==> src/rtl/data_gen_arbiter.sv <==
// Round-robin front end that lets N_REQ requesters share one data generator.
// A winner is granted and the generator's read handshake is run: read high
// for two cycles, then low for one. The captured word goes back to the winner
// with a one-cycle rsp_valid pulse.
//
// Handshake semantics: req is a level. While a request is pending, gnt marks
// the winner for the ASSERT and CAPTURE cycles. rsp_valid[i] pulses for
// exactly one cycle with rsp_data when the word for requester i is ready.
// There is no back-pressure on the response side. A transaction that has been
// granted always completes, regardless of req or enable; only srst aborts it.
module data_gen_arbiter #(
  parameter int N_REQ  = 4,
  parameter int DATA_W = 32
) (
  input  logic              clock,
  input  logic              srst,
  input  logic              enable,
  input  logic [N_REQ-1:0]  req,
  output logic [N_REQ-1:0]  gnt,
  output logic [N_REQ-1:0]  rsp_valid,
  output logic [DATA_W-1:0] rsp_data,
  output logic              busy,
  output logic              gen_enable,
  output logic              gen_read,
  input  logic [DATA_W-1:0] gen_data,
  output logic [1:0]        state_dbg
);

  localparam int IW = $clog2(N_REQ);
  localparam logic [N_REQ-1:0] ONE = {{(N_REQ-1){1'b0}}, 1'b1};

  typedef enum logic [1:0] {
    IDLE    = 2'd0,
    ASSERT  = 2'd1,
    CAPTURE = 2'd2,
    RELEASE = 2'd3
  } state_t;

  state_t            state, state_d;
  logic [N_REQ-1:0]  gnt_d, rsp_valid_d;
  logic [DATA_W-1:0] rsp_data_d;
  logic              gen_read_d, busy_d;
  logic [IW-1:0]     rr_ptr, rr_ptr_d;
  logic [IW-1:0]     gnt_idx, gnt_idx_d;
  logic [IW-1:0]     win_idx;
  logic [IW:0]       cand;

  assign state_dbg = state;

  // Round-robin search: the lowest offset from rr_ptr with req set wins.
  // Scanning from the highest offset down lets the nearest hit overwrite.
  always_comb begin
    win_idx = '0;
    cand    = '0;
    for (int k = N_REQ - 1; k >= 0; k--) begin
      cand = {1'b0, rr_ptr} + (IW+1)'(k);
      if (cand >= (IW+1)'(N_REQ)) cand = cand - (IW+1)'(N_REQ);
      if (req[cand[IW-1:0]]) win_idx = cand[IW-1:0];
    end
  end

  // Next-state and next-output logic. Every output is registered below.
  always_comb begin
    state_d     = state;
    gnt_d       = gnt;
    rsp_valid_d = '0;
    rsp_data_d  = rsp_data;
    gen_read_d  = gen_read;
    rr_ptr_d    = rr_ptr;
    gnt_idx_d   = gnt_idx;
    case (state)
      IDLE, RELEASE: begin
        if (enable && (|req)) begin
          state_d    = ASSERT;
          gnt_d      = ONE << win_idx;
          gnt_idx_d  = win_idx;
          gen_read_d = 1'b1;
        end else begin
          state_d    = IDLE;
          gnt_d      = '0;
          gen_read_d = 1'b0;
        end
      end
      ASSERT: begin
        // The generator increments on this edge; its new word shows up in CAPTURE.
        state_d    = CAPTURE;
        gen_read_d = 1'b1;
      end
      CAPTURE: begin
        state_d     = RELEASE;
        rsp_data_d  = gen_data;
        rsp_valid_d = gnt;
        gnt_d       = '0;
        gen_read_d  = 1'b0;
        rr_ptr_d    = (gnt_idx == IW'(N_REQ - 1)) ? '0 : gnt_idx + 1'b1;
      end
      default: begin
        state_d    = IDLE;
        gnt_d      = '0;
        gen_read_d = 1'b0;
      end
    endcase
  end

  assign busy_d = (state_d != IDLE);

  // State and output registers, cleared asynchronously by srst.
  always_ff @(posedge clock or posedge srst) begin
    if (srst) begin
      state      <= IDLE;
      gnt        <= '0;
      rsp_valid  <= '0;
      rsp_data   <= '0;
      gen_read   <= 1'b0;
      gen_enable <= 1'b0;
      busy       <= 1'b0;
      rr_ptr     <= '0;
      gnt_idx    <= '0;
    end else begin
      state      <= state_d;
      gnt        <= gnt_d;
      rsp_valid  <= rsp_valid_d;
      rsp_data   <= rsp_data_d;
      gen_read   <= gen_read_d;
      gen_enable <= busy_d;
      busy       <= busy_d;
      rr_ptr     <= rr_ptr_d;
      gnt_idx    <= gnt_idx_d;
    end
  end

endmodule

==> config.mk <==
export PLATFORM = sky130hd
export DESIGN_NAME = data_gen_arbiter
export DESIGN_NICKNAME = d
export VERILOG_FILES = /design/src/rtl/data_gen_arbiter.sv
export SDC_FILE = /design/constraint.sdc
export NUM_CORES = 1
export LEC_CHECK = 0
export CAP_MARGIN = 20
export CORE_UTILIZATION = 45
export CTS_CLUSTER_DIAMETER = 60
export DETAILED_ROUTE_END_ITERATION = 6
export GPL_TIMING_DRIVEN = 1
export PLACE_DENSITY = 0.89
export SLEW_MARGIN = 10
export SYNTH_ARGS = -nofsm -noshare
export SYNTH_HDL_FRONTEND = slang
export SYNTH_SLANG_ARGS = --single-unit
==> constraint.sdc <==
create_clock -name clock -period 2.5 [get_ports clock]
set_clock_uncertainty 0.15 [all_clocks]
set_input_delay 0.5 -clock clock [delete_from_list [all_inputs] [get_ports clock]]
set_output_delay 0.5 -clock clock [all_outputs]
set_load 0.01 [all_outputs]
==> metrics.md <==
| Metric | Value |
|---|---|
| Worst-Margin Slew | `between 0.5 and 0.6 ns` |
| Critical path capture point type | `output port` |
| Min Tclk post-route | `between 1.5 and 2 ns` |
| Worst hold path cell count | `1` |
| Layout cell share with drive strength beyond 1 | `22.4%` |
| Synthesized area | `between 1500 and 2000 um^2` |
| Reg2Reg Launch Point | `state_dbg[0]$_DFF_PP0_` |
| Fmax achieved | `slightly above 0.5 GHz` |
| Most numerous cell in the Yosys netlist | `dfrtp_1` |
| Core area | `approximately 4000 um^2` |
| Data arrival, critical path | `between 1 and 1.5 ns` |
| PostCTS Resize Cnt | `0` |
| WL final | `4.20 mm` |
| Area Growth Syn to Fin | `52.7%` |
| Final setup fails | `0` |
| Fin crit share | `77.7%` |
| ANT cells | `0` |
| Gr usage total | `between 10% and 20%` |
| Warnings from Yosys | `0` |
| Clk Latency, worst-skew pair | `0.30 ns` |
| DRC viols | `0` |
| Leakage power | `between 0.001 and 0.0015 uW` |
| Critical path class | `flip-flop to output port` |
| CP top delay family | `buffers and inverters` |
| CTS max path bufs | `2` |
| Post-synth net total | `about 170` |
| CTS clk-pin slew, worst paths | `around 0.09 ns` |
| First-pass GRT wire length | `just over 6 mm` |
| Top FF cell, synth | `dfrtp_1` |
| Crit-path cells | `clkdlybuf4s50_1` |
| Largest stage delay, worst path | `~0.58 ns` |
| CP bufs+invs | `1` |
| Syn_area_per_cell | `~15 um^2` |
| R2R depth | `6` |
| Starting Density | `47.3%` |
| Max-capacitance violation count | `0` |
| Worst r2r dst | `rr_ptr[0]$_DFFE_PP0P_` |
| Largest net degree at the start of global routing | `49` |
| Antenna violations before repair | `0` |
| Pre-antenna DRT Iters | `4` |
| R2r setup slk | `~0.78 ns` |
| Final #Nets | `approximately 260` |
| Hold crit path type | `flip-flop to flip-flop` |
| Max Fanout on Critical Path | `4` |
| Final Util | `slightly above 70%` |
| Routed Antenna Nets | `0` |
| Sequential-to-total area share from yosys stat | `between 60% and 70%` |
| Outcome | `finished, final reports clean` |
| Setup bufs post-CTS | `0` |
| Ports | `between 80 and 90` |
| Filler cell count | `around 290` |
| Root Buffer | `clkbuf_8` |
| Cells after synthesis | `130` |
| Max Transition Viols Final | `0` |
| # H-tree levels | `2` |
| Total vias in the final route | `around 1400` |
| Die Y-Extent | `67.1 um` |
| CP startpoint kind | `flip-flop` |
| Placed cell count | `around 260` |
| Relative max-transition margin | `approximately three fifths` |
| FP Rows | `23` |
| Grt ovf | `0` |
| CP max stage cell | `clkdlybuf4s50_1` |
| Vias in the first global route | `1354` |
| CTS Buf Count | `5` |
| Clock sinks | `48` |
| Top cell type by total area after synthesis | `dfrtp_1` |
| Pwr dens | `about 1300 nW/um^2` |
| DR iter-0 viols | `26` |
| Req. time, crit path | `1.85 ns` |
| Endpoint, Worst Hold | `rsp_data[5]$_DFFE_PP0P_` |
| Overall Power | `~3700 uW` |
| Library cells used by synthesis | `24` |
| Asr flop ratio synth | `100%` |
| Drt via density | `5.06` |
| Max IR drop VDD | `roughly 760 uV` |
| Number of buffers added on ports | `83` |
| Setup TNS | `0 ns` |
| Die width | `approximately 67 um` |
| Routed len/inst | `~16 um` |
| RePlAce Congestion | `roughly 0.87` |
| CTS Hold Bufs | `0` |
| Post-synth EDFFs | `0` |
| RSZ-0062 raised after global routing | `false` |
| Final hold vios | `0` |
| Ranking of synthesized cells by area | `dfrtp_1, mux2_2, ha_1` |
| Most frequent cells after synthesis | `dfrtp_1, mux2_2, inv_1` |
| Cell Count, Final, Fillers Out | `269` |
| Yosys reg bits | `48` |
| Min-Delay Startpoint | `rsp_data[5]$_DFFE_PP0P_` |
| Die ar. | `4500 um^2` |
| TritonCTS clock tree | `yes` |
| Area share of the largest cell type after synthesis | `around 63%` |
| Post-DP HPWL | `slightly above 3 mm` |
==> sequential cells by signal (all words and copies together), names as in the netlist <==
| register | flops |
|---|---|
| rr_ptr | 2 |
| state_dbg | 2 |
| rsp_valid | 4 |
| rsp_data | 32 |
| gnt | 4 |
| gnt_idx | 2 |
| gen_read | 1 |
| gen_enable | 1 |
==> worst register-to-register path: stages, from the launching register on <==
cell     delay, ns
dfrtp_1       0.42
inv_1         0.07
ha_1          0.15
buf_4         0.30
inv_1         0.10
or3_1         0.36
o21ai_0       0.08
==> stage by stage <==
stage	instance area (um^2)	hold slack, ns	setup slack [ns]
floorplan	1910	0.303	0.706
CTS	2910	0.361	0.535
global route	2910	0.378	0.498
finish	2910	0.362	0.559
global placement	2800	0.334	0.372
detailed placement	2800	0.340	0.295
==> cells by family after synthesis <==
| logic type | after synthesis | share of synthesized area, % |
|---|---|---|
| multiplexers | 33 | 19.5 |
| buffers and inverters | 13 | 2.95 |
| AO/OA/AOI/OAI | 18 | 7.28 |
| adder cells (fa/ha/maj) | 4 | 2.62 |
| flip-flops | 48 | 63.0 |
| AND/OR/NAND/NOR | 14 | 4.66 |
==> layout by cell type (no fill, tap or decap) <==
cell             netlist  final
a211o_1                1      1
a21oi_1                3      3
o41ai_2                1      1
and2_1                 4      4
clkbuf_8               0      5
clkdlybuf4s50_1        0     83
nor3_2                 1      1
nand2b_1               2      2
or3_1                  1      1
ha_1                   4      4
a211oi_1               1      1
inv_2                  0      1
inv_6                  0      1
a21o_1                 1      1
inv_1                  8      7
mux2_2                33     33
or2_2                  1      1
clkinvlp_4             0      1
o32ai_1                1      1
nor2b_4                1      1
o21ai_0                5      5
bufinv_16              0      1
buf_4                  1      3
a32o_1                 4      4
nand2_1                3      3
o32a_1                 1      1
nor2_1                 1      1
dfrtp_1               48     48
==> how the worst max path moves through the flow <==
stage / startpoint / end / slack, ns / cells past startpoint
floorplan: srst / gen_enable$_DFF_PP0_ / 0.71 / 1
global placement: req[3] / gnt[1]$_DFFE_PP0P_ / 0.37 / 4
detailed placement: req[3] / gnt[2]$_DFFE_PP0P_ / 0.29 / 4
CTS: state_dbg[0]$_DFF_PP0_ / state_dbg[0] / 0.53 / 1
global route: state_dbg[0]$_DFF_PP0_ / state_dbg[0] / 0.50 / 1
finish: state_dbg[0]$_DFF_PP0_ / state_dbg[0] / 0.56 / 1
==> final cells by class <==
| class | instances | area [um^2] | area share, % |
|---|---|---|---|
| flip-flops and latches | 48 | 1200 | 41.3 |
| multi-input cells | 69 | 649 | 22.3 |
| repair buffers | 86 | 853 | 29.3 |
| clock buffers | 5 | 68.8 | 2.36 |
| clock inverters | 3 | 46.3 | 1.59 |
| inverters | 8 | 30.0 | 1.03 |
| well taps | 50 | 62.6 | 2.15 |
==> layer usage <==
| layer | vias up | track usage, % | share of wire [%] |
|---|---|---|---|
| met2 | 66 | 33.3 | 49 |
| met3 | 11 | 7.53 | 9.9 |
| li1 | 633 | - | - |
| met5 | - | 0 | 0 |
| met1 | 651 | 20.8 | 38 |
| met4 | 0 | 10.4 | 2.8 |
==> where the power goes <==
group	internal (uW)	total [uW]	switching [uW]	leakage (uW)
clock network	301	569	268	0.0000548
registers	1140	1340	202	0.000579
logic	1060	1750	685	0.000610
total	2500	3660	1160	0.00124
Note: power is estimated with default switching activity, not from simulation.
==> variant 1 (config.mk and constraints unchanged) <==
Make the reset (`srst`) synchronous in one clocked block. Comments in the files are not updated.
--- a/src/rtl/data_gen_arbiter.sv
+++ b/src/rtl/data_gen_arbiter.sv
@@ -105,7 +105,7 @@
   assign busy_d = (state_d != IDLE);
 
   // State and output registers, cleared asynchronously by srst.
-  always_ff @(posedge clock or posedge srst) begin
+  always_ff @(posedge clock) begin
     if (srst) begin
       state      <= IDLE;
       gnt        <= '0;
Function: differs if srst is asserted again (counterexample within 4 cycles, from zero or initial values and one cycle with srst high); with srst held inactive, the same outputs for 10 cycles.
==> variant 1 against the original RTL <==
Wire length is 9.1% lower. Worst setup slack better by 20 ps. Cell area is 4.1% lower. Sequential cell count stayed put. Sequential share of layout area is 6.8 points lower. Synthesized area is 4.1% lower. Fmax is 1.1% higher. Die area is 4.0% lower.
Power is not compared: it rests on default switching activity, and its combinational part moved more than twofold at a synthesized area within 25%.
==> variant 1: results (changes against the original RTL) <==
post_cts_resized: 0  # unchanged
first_iter_violations: 78  # +200%
clk_latency_ps: 290
yosys-top-cells-count: "48 x dfxtp_1, 38 x nor2_1, 35 x mux2i_1"
clockBufferDepth: 2  # unchanged
worstPathArrival_ps: 1960  # +670 ps
signal_buffer_area_fraction_pct: 31.3  # +2.0 points
wl_per_cell_um: 12.5  # -20%
hold_path.class: "reg -> reg"
netlist_top_cells_area: "dfxtp_1 53%, mux2i_1 19%, nor2_1 7.8%"
grt_max_degree: 23  # -53%
remaining_drc_errors: 0  # unchanged
inv_count: 3  # -5
nonClockBufferCount: 87  # +1.2%
seq_cells: 48  # unchanged
nClkBuffers: 8  # +3
dp_cells: 298  # +14%
syn_nets: 217  # +25%
worstPathMaxFanout: 4  # unchanged
finalHoldViolCount: 0  # unchanged
numCtsBuffers: 5  # unchanged
synth_xor_area_share_pct: 0  # unchanged
fin_cells: 306  # +14%
post_cts_buffers: 0  # unchanged
htree_levels: 2  # unchanged
yosysSeqAreaShare_pct: 52.6  # -10 points
synth_compound_area_share_pct: 6.57  # -0.71 points
n_antenna_cell: 0  # unchanged
finalWeightedCongestion: 0.780  # -10%
status: "completed"
grt_pass1_wl_mm: 6.20  # -0.66%
multiInputGateArea_um2: 797  # +23%
vias_per_cell: 4.90  # -3.1%
tightestPinTransition_ps: 482  # -111 ps
synth.mux.area_fraction_pct: 19.2  # -0.32 points
fillers: 282  # -1.1%
antenna_found_initial: 0  # unchanged
internal_power_uw: 1300
peakVddDrop_v: 0.000514
dpl.hpwl_mm: 2.84  # -6.7%
avgSynthCellArea_um2: 10.5  # -28%
leakagePower_uw: 0.00102
drive_gt1_share_pct: 6.59  # -16 points
grt_use_total_pct: 18.6  # -1.0 points
io_buffer_count: 83  # unchanged
synthArstFlopShare_pct: 0  # -100 points
synth_fa_ha_area_share_pct: 2.74  # +0.11 points
first_global_vias: 1434  # +5.9%
clk_pin_slew_ps: 80
clk_share_pct: 3.23  # -0.73 points
multi_input_cells: 112  # +62%
cts_root_buffer: "clkbuf_8"
ff_latch_area_um2: 961  # -20%
yosysUniqueCellTypes: 27  # +13%
==> variant 1: cell types whose count changed in the layout (fill, tap and decap cells not counted), moves of 4 or more <==
| cell | delta |
|---|---|
| a21oi_1 | +4 |
| dfrtp_1 | -48 |
| dfxtp_1 | +48 |
| inv_1 | -4 |
| mux2_2 | -33 |
| mux2i_1 | +35 |
| nor2_1 | +37 |
| o21ai_0 | -5 |
==> variant 1: power groups by stage <==
stage / clock network (uW) / logic (uW) / registers [uW]
2_1_floorplan: 0 / 195 / 896
4_1_cts: 475 / 434 / 856
6_report: 460 / 429 / 855
3_5_place_dp: 0 / 431 / 873
5_1_grt: 505 / 463 / 864
3_3_place_gp: 0 / 423 / 871
==> variant 1: worst max-delay path, cell delays in order <==
cell and delay [ps]:
clkdlybuf4s50_1 460, or4_4 570, nand2_1 100, nor4_2 60, a32o_1 270
==> variant 1: metal layers <==
metal	track usage [%]	share of wire, %
met1	20.8	43
met5	0	0
met2	31.4	47
met3	7.64	8.8
met4	6.52	1.0
==> variant 1: final timing paths <==
kind	start	end	cells past startpoint	slack [ps]
worst min-delay path	gnt_idx[1]	gnt_idx[1]	2	330
worst max-delay path	req[1]	gnt[2]	5	580
worst max register to register	state_dbg[0]	rsp_data[16]	5	770
worst min register to register	gnt_idx[1]	gnt_idx[1]	2	330
==> variant 1: stage by stage <==
step | power (uW) | util, % | instance area (um^2) | hold slack (ps) | setup WS (ps)
floorplan | 1090 | - | 1830 | 290 | 833
global placement | 1290 | 71.7 | 2700 | 304 | 294
detailed placement | 1300 | 71.7 | 2700 | 323 | 273
CTS | 1760 | 74.1 | 2790 | 335 | 586
global route | 1830 | 74.1 | 2790 | 357 | 513
finish | 1740 | 74.1 | 2790 | 333 | 579
==> variant 2 (config.mk and constraints unchanged) <==
Without the edit above. The parameter `N_REQ` goes from 4 to 8.
--- a/src/rtl/data_gen_arbiter.sv
+++ b/src/rtl/data_gen_arbiter.sv
@@ -9,7 +9,7 @@
 // There is no back-pressure on the response side. A transaction that has been
 // granted always completes, regardless of req or enable; only srst aborts it.
 module data_gen_arbiter #(
-  parameter int N_REQ  = 4,
+  parameter int N_REQ  = 8,
   parameter int DATA_W = 32
 ) (
   input  logic              clock,
Interface: changed (resized gnt, req and rsp_valid); port bits go from 84 to 96. The function was not compared with the original's and may differ.
==> variant 2 against the original RTL <==
Cell area grew 65%. Largest cell class is now multi-input gates. Largest power group unchanged. Power increased by 100%. Synthesized area is 65% higher. Sequential cell count rose by 10. Wire length up 110%. Critical path depth grew 8. Die area rose by 63%. Worst setup slack lost 930 ps. Synthesized cell count grew 91%. The run now ends with negative setup slack left. Global-route usage grew 5.4 points.
==> variant 2: results (changes against the original RTL) <==
status: "finished with violations"
wl_per_cell_um: 18.3  # +17%
p_switching_uw: 3010  # +160%
grt_max_degree: 59  # +20%
cp_top_family: "compound AO/OA/AOI/OAI gates"
worstPathArrival_ps: 2920  # +1630 ps
io_buffer_count: 95  # +14%
grt_use_total_pct: 25.0  # +5.4 points
yosysUniqueCellTypes: 50  # +110%
crit_slowest_cell: "mux4_2"
leakagePower_uw: 0.00200  # +61%
post_cts_resized: 27  # +27
first_global_vias: 2801  # +110%
critPathLaunch: "req[0]"
netlist_top_cells_area: "dfrtp_1 46%, mux2_2 14%, mux4_2 9.3%"
met2_usage_pct: 43.4  # +10 points
fin_nets: 434  # +66%
route.met3.wl_um: 423  # +1.9%
finalWeightedCongestion: 0.905  # +4.4%
synth_compound_area_share_pct: 11.4  # +4.2 points
syn_nets: 298  # +72%
violations: "negative setup slack"
peakVddDrop_v: 0.000799  # +5.3%
hold_path_startpoint: "rsp_data[16]"
critPathLaunchType: "input port"
largestRegisters: "rsp_data (32), gnt (8), rsp_valid (8)"
dp_cells: 461  # +77%
fillers: 447  # +57%
fin_cells: 485  # +80%
drive_gt1_share_pct: 37.5  # +15 points
grt_pass1_wl_mm: 13.9  # +120%
cp_slowest_stage_delay_ps: 500  # -80 ps
finalSetupViolations: 10  # +10
htree_levels: 3  # +1
setup_ws_ps: -374  # -933 ps
synth_xor_area_share_pct: 1.07  # +1.1 points
synth_fa_ha_area_share_pct: 2.78  # +0.16 points
clk_latency_ps: 340  # +40 ps
r2r-start: "rr_ptr[0]"
dpl-instance-area_mm2: 0.00448  # +60%
numCtsBuffers: 9  # +4
-- variant 2: kinds of logic (layout without fill, tap and decap cells) --
| family | count (synthesis) | in the layout |
|---|---|---|
| muxes | 59 | 59 |
| DFF | 58 | 58 |
| and+or+nand+nor | 48 | 48 |
| AOI/OAI and AO/OA | 47 | 48 |
| buffers and inverters | 26 | 166 |
| adders and majority gates | 7 | 7 |
| xor gates and xnor gates | 3 | 3 |
-- variant 2: final cells by class --
cell class,count,share of cell area (%)
Multi-Input combinational cell,165,35.3
Tap cell,96,2.49
Sequential cell,58,30.2
Timing Repair Buffer,140,27.5
Clock inverter,5,0.623
Inverter,10,0.935
Clock buffer,11,2.93
-- variant 2: final timing paths --
kind                                end  slack [ps]  cells past startpoint
setup / recovery             gnt_idx[0]        -370                      9
hold / removal             rsp_data[16]         360                      1
setup reg to reg                 gnt[1]        -360                      9
hold reg to reg            rsp_data[16]         360                      1
max in group asynchronous     rr_ptr[1]        1550                      3
min in group asynchronous     rr_ptr[0]         390                      3
-- variant 2: through the flow --
stage | TNS (ps) | utilization (%) | setup WS (ps) | hold slack [ps]
global placement | -6780 | 65.9 | -659 | 339
global route | -4140 | 70.9 | -443 | 374
CTS | -2790 | 70.6 | -315 | 359
detailed placement | -7920 | 65.9 | -821 | 344
floorplan | -3720 | - | -445 | 322
finish | -3360 | 70.9 | -374 | 357
-- variant 2: power groups by stage --
| stage | Sequential (uW) | Clock, uW | Combinational [uW] |
|---|---|---|---|
| 2_1_floorplan | 1780 | 0 | 2550 |
| 3_3_place_gp | 1650 | 0 | 4250 |
| 3_5_place_dp | 1690 | 0 | 4430 |
| 4_1_cts | 1680 | 768 | 4890 |
| 5_1_grt | 1740 | 818 | 5350 |
| 6_report | 1680 | 757 | 5060 |
